### src/rtl/mem_port_arbiter3.sv
// Round-robin arbiter for one shared 3-way datapath port.
// Runs a valid/ready/done handshake and aborts a hung transaction via a watchdog.
module mem_port_arbiter3 #(
  parameter int unsigned TIMEOUT_CYCLES = 64,
  parameter int unsigned TO_WIDTH       = 8
) (
  input  logic       i_clk,
  input  logic       i_rst,
  input  logic [2:0] i_req,
  output logic [2:0] o_gnt,
  output logic [1:0] o_sel,
  output logic       o_mem_valid,
  input  logic       i_mem_ready,
  input  logic       i_mem_done,
  output logic [2:0] o_done,
  output logic [2:0] o_err,
  output logic       o_busy
);

  typedef enum logic [1:0] {
    S_IDLE,
    S_ISSUE,
    S_WAIT
  } state_t;

  localparam logic [TO_WIDTH-1:0] TLAST =
    TO_WIDTH'(TIMEOUT_CYCLES - 1);

  state_t              state;
  logic [1:0]          last;
  logic [1:0]          win;
  logic [1:0]          pick;
  logic [1:0]          c0;
  logic [1:0]          c1;
  logic [1:0]          c2;
  logic [TO_WIDTH-1:0] timer;
  logic                expired;

  // Scan order starts one past the last winner.
  always_comb begin
    c0 = 2'd0;
    c1 = 2'd1;
    c2 = 2'd2;
    unique case (last)
      2'd0: begin
        c0 = 2'd1;
        c1 = 2'd2;
        c2 = 2'd0;
      end
      2'd1: begin
        c0 = 2'd2;
        c1 = 2'd0;
        c2 = 2'd1;
      end
      default: begin
        c0 = 2'd0;
        c1 = 2'd1;
        c2 = 2'd2;
      end
    endcase
    if (i_req[c0]) begin
      pick = c0;
    end else if (i_req[c1]) begin
      pick = c1;
    end else begin
      pick = c2;
    end
  end

  assign expired = (timer == TLAST);

  always_ff @(posedge i_clk) begin
    if (i_rst) begin
      state       <= S_IDLE;
      o_gnt       <= 3'b000;
      o_sel       <= 2'b11;
      o_mem_valid <= 1'b0;
      o_done      <= 3'b000;
      o_err       <= 3'b000;
      o_busy      <= 1'b0;
      last        <= 2'd2;
      win         <= 2'd0;
      timer       <= '0;
    end else begin
      o_done <= 3'b000;
      o_err  <= 3'b000;
      unique case (state)
        S_IDLE: begin
          if (|i_req) begin
            win         <= pick;
            o_gnt       <= 3'b001 << pick;
            o_sel       <= pick;
            o_mem_valid <= 1'b1;
            o_busy      <= 1'b1;
            timer       <= '0;
            state       <= S_ISSUE;
          end
        end
        S_ISSUE, S_WAIT: begin
          timer <= timer + 1'b1;
          // Completion outranks both the watchdog and a late ready.
          if (i_mem_done || expired) begin
            o_done      <= i_mem_done ? o_gnt : 3'b000;
            o_err       <= i_mem_done ? 3'b000 : o_gnt;
            o_gnt       <= 3'b000;
            o_sel       <= 2'b11;
            o_mem_valid <= 1'b0;
            o_busy      <= 1'b0;
            last        <= win;
            timer       <= '0;
            state       <= S_IDLE;
          end else if (state == S_ISSUE && i_mem_ready) begin
            o_mem_valid <= 1'b0;
            state       <= S_WAIT;
          end
        end
        default: begin
          state <= S_IDLE;
        end
      endcase
    end
  end

endmodule

### config.mk
export PLATFORM = sky130hd
export DESIGN_NAME = mem_port_arbiter3
export DESIGN_NICKNAME = d
export VERILOG_FILES = /design/src/rtl/mem_port_arbiter3.sv
export SDC_FILE = /design/constraint.sdc
export NUM_CORES = 1
export LEC_CHECK = 0
export ABC_AREA = 1
export CAP_MARGIN = 5
export CORE_UTILIZATION = 40
export DETAILED_ROUTE_END_ITERATION = 16
export DONT_BUFFER_PORTS = 1
export SLEW_MARGIN = 15
export SYNTH_ARGS = -nofsm -noshare
export SYNTH_HDL_FRONTEND = slang
export SYNTH_SLANG_ARGS = --single-unit
### constraint.sdc
create_clock -name i_clk -period 3.3 [get_ports i_clk]
set_input_delay 0.99 -clock i_clk [delete_from_list [all_inputs] [get_ports i_clk]]
set_output_delay 0.99 -clock i_clk [all_outputs]
set_load 0.1 [all_outputs]
==> flow_metrics.py <==
metrics = {
    "outcome": {
        "result_of_the_run": "complete, no violations",
    },
    "synth": {
        "async_set_reset_flop_share_out_of_synthesis_pct": 0,
        "yosys.area_share.xor_xnor_pct": 1.38,
        "ys_top_cells_by_count": "sky130_fd_sc_hd__nand2_1, sky130_fd_sc_hd__dfxtp_1, sky130_fd_sc_hd__inv_1, sky130_fd_sc_hd__nor2_1, sky130_fd_sc_hd__nand3_1",
        "synth_top_family_by_area": "simple AND/OR/NAND/NOR gates",
        "yosys-top-cells-area": "sky130_fd_sc_hd__dfxtp_1, sky130_fd_sc_hd__nand2_1, sky130_fd_sc_hd__inv_1",
        "synth-compound-area-share_pct": 8.70,
        "postSynthAreaPerCell_um2": 7.44,
        "synth_fp_nets": 180,
        "synth.ff_latch_count": 27,
        "post_synth_and_or_nand_nor_area_fraction_pct": 35.6,
        "synth.most_common_cell": "sky130_fd_sc_hd__nand2_1",
        "synth_enable_flop_cells": 0,
        "ys.warnings.count": 0,
        "synthDistinctLibCells": 28,
        "synth.cell_area_mm2": 0.00126,
        "post_synth_top_flop": "sky130_fd_sc_hd__dfxtp_1",
        "synth.yosys.seq_area_share_pct": 42.7,
        "postSynthCellCount": 170,
        "adder_cell_share_of_the_synthesized_area_pct": 2.97,
        "yosysTopAreaCellShare_pct": 42.7,
        "synth.largest_area_cell": "sky130_fd_sc_hd__dfxtp_1",
        "muxShareOfSynthArea_pct": 0,
    },
    "timing": {
        "final_hold_viol_count": 0,
        "setup_violations": 0,
        "tightest_slew_ps": 1020,
        "clock_skew_ps": 8.38,
        "final.setup.tns_ps": 0,
        "maxClockFrequency_mhz": 429,
        "unrepaired_setup_endpoints_after_global_routing": "false",
        "report.final.slew_viol_count": 0,
        "hold-worst-slack_ps": 492,
        "fin_crit_sh_pct": 70.6,
        "finalWorstPathRequiredPeriod_ps": 2330,
        "post-route-worst-setup-slack_ps": 971,
        "max-slew-margin-rel_pct": 31.9,
    },
    "cts": {
        "cts_setup_buffers": 0,
        "cts_buffers": 3,
        "cts.path.max_buffers": 2,
        "post_cts_hold_buffer_count": 0,
        "cts.sink_count": 27,
        "post_cts.resized_instances": 0,
        "clk_pin_slew_ps": 140,
        "ctsRootBufferMaster": "sky130_fd_sc_hd__clkbuf_4",
        "clock_tree.htree_level_count": 1,
        "tritoncts": "yes",
        "clock_insertion_delay_worst_skew_ps": 310,
    },
    "placement": {
        "port_buffers": 0,
        "dp_worst_setup_slack_ps": 1320,
        "place_congestion": 0.822,
        "dpl.hpwl_um": 1850,
        "postPlaceCellArea_mm2": 0.00131,
    },
    "global_route": {
        "initial_antenna_violation_count": 0,
        "overflow": 0,
        "grt_start_max_net_pins": 15,
        "global_route.usage.total_pct": 16.0,
        "grt_first_pass_wirelength_um": 4170,
        "via_count_of_the_first_global_routing_pass": 1013,
    },
    "setup_path": {
        "critical_path_class": "reg -> out",
        "crit_path_end_kind": "output pin",
        "required_ps": 2310,
        "timing.critical_path.fanout_max": 3,
        "worst-endpoint-arrival_ps": 1340,
        "start_kind": "flip-flop",
    },
    "routing": {
        "detail_route.vias_per_cell": 4.82,
        "detailroute.via_count": 1045,
        "antenna_left": 0,
        "detailedRoute.firstIterationViolations": 32,
        "post-route-drc-count": 0,
        "dr.pass1.iters": 4,
        "routed_wirelength_um": 2330,
        "avgRoutedWirePerCell_um": 10.7,
    },
    "min_path": {
        "timing.hold.worst.class": "reg -> reg",
    },
    "power": {
        "power_density_mw_per_mm2": 679,
        "ir_drop_mv": 0.390,
        "total_leakage_power_nw": 0.572,
    },
    "layout": {
        "nets": 184,
        "finish.instance_area_mm2": 0.00134,
        "post_route_cells_drive_above_1_share_pct": 16.8,
        "syn2layout_area_growth_pct": 5.54,
        "antenna_cells": 0,
        "n_fill_cell": 323,
    },
    "floorplanning": {
        "num_rows": 20,
        "die-area_mm2": 0.00339,
        "design.portCount": 20,
        "design.core.area_mm2": 0.00303,
        "chipWidth_um": 58.2,
        "fp.dieH_um": 58.2,
        "start_util_pct": 41.8,
    },
    "job": {
        "maxCapViolations": 0,
    },
}
[cells by family (layout without fill, tap and decap cells)]
family | after synthesis | in the layout
buf+inv | 26 | 29
simple gates | 95 | 95
compound gates | 17 | 17
flops | 27 | 27
fa+ha+maj | 3 | 3
xor+xnor | 2 | 2
[registers in the layout (all words and copies together), names as in the netlist]
register,count
o_done,3
last,2
o_sel,2
o_mem_valid,1
timer,8
o_busy,1
o_gnt,3
o_err,3
state,2
win,2
[layout by cell type, fill, tap and decap left out, types with 3 or more instances in the layout]
cell                       netlist  routed
sky130_fd_sc_hd__dfxtp_1        27      27
sky130_fd_sc_hd__nand3_1        11      11
sky130_fd_sc_hd__nand2_1        42      42
sky130_fd_sc_hd__nand4_1         4       4
sky130_fd_sc_hd__nor3_1          3       3
sky130_fd_sc_hd__o21ai_1         4       4
sky130_fd_sc_hd__nor2_1         18      18
sky130_fd_sc_hd__nand2_2         3       3
sky130_fd_sc_hd__clkbuf_4        0       3
sky130_fd_sc_hd__ha_1            3       3
sky130_fd_sc_hd__inv_1          18      18
sky130_fd_sc_hd__inv_2           5       5
sky130_fd_sc_hd__a21oi_1         6       6
sky130_fd_sc_hd__nor2_2          8       8
[worst paths after layout]
check / startpoint / end / slack, ps / depth (start not counted)
worst max-delay path: o_gnt[1] / o_gnt[1] / 970 / 0
worst max register to register: state[0] / o_sel[0] / 1530 / 8
worst min register to register: state[0] / state[0] / 490 / 2
worst min-delay path: state[0] / state[0] / 490 / 2
[worst min-delay path: stages, from the launching register on]
cell and delay (ps):
sky130_fd_sc_hd__dfxtp_1 350, sky130_fd_sc_hd__nand2_1 60, sky130_fd_sc_hd__a21oi_1 50
[layout make-up]
class | count | area, um^2 | share of cell area [%]
Clock buffer | 4 | 26.3 | 1.97
Inverter | 25 | 97.6 | 7.31
Multi-Input combinational cell | 117 | 616 | 46.1
Sequential cell | 27 | 541 | 40.5
Tap cell | 44 | 55.1 | 4.12
[layer usage]
| layer | vias to the layer above | routed length [um] | global-route usage [%] |
|---|---|---|---|
| met3 | 4 | 105 | 6.03 |
| li1 | 548 | - | - |
| met4 | 0 | 36 | 5.44 |
| met5 | - | 0 | 0 |
| met1 | 472 | 1150 | 19.5 |
| met2 | 21 | 1040 | 25.8 |
[where the power goes]
group	switching [mW]	leakage (nW)	internal [mW]
Clock	0.0881	0.0150	0.0472
Sequential	0.187	0.220	0.367
Combinational	0.146	0.337	0.0708
[stage by stage]
stage	util, %	instances	total power [mW]
floorplan	-	170	0.742
detailed placement	43.2	213	0.779
finish	44.1	217	0.907
global route	44.1	217	0.969
CTS	44.1	217	0.917
global placement	43.2	213	0.773
(Power assumes the default switching activity.)
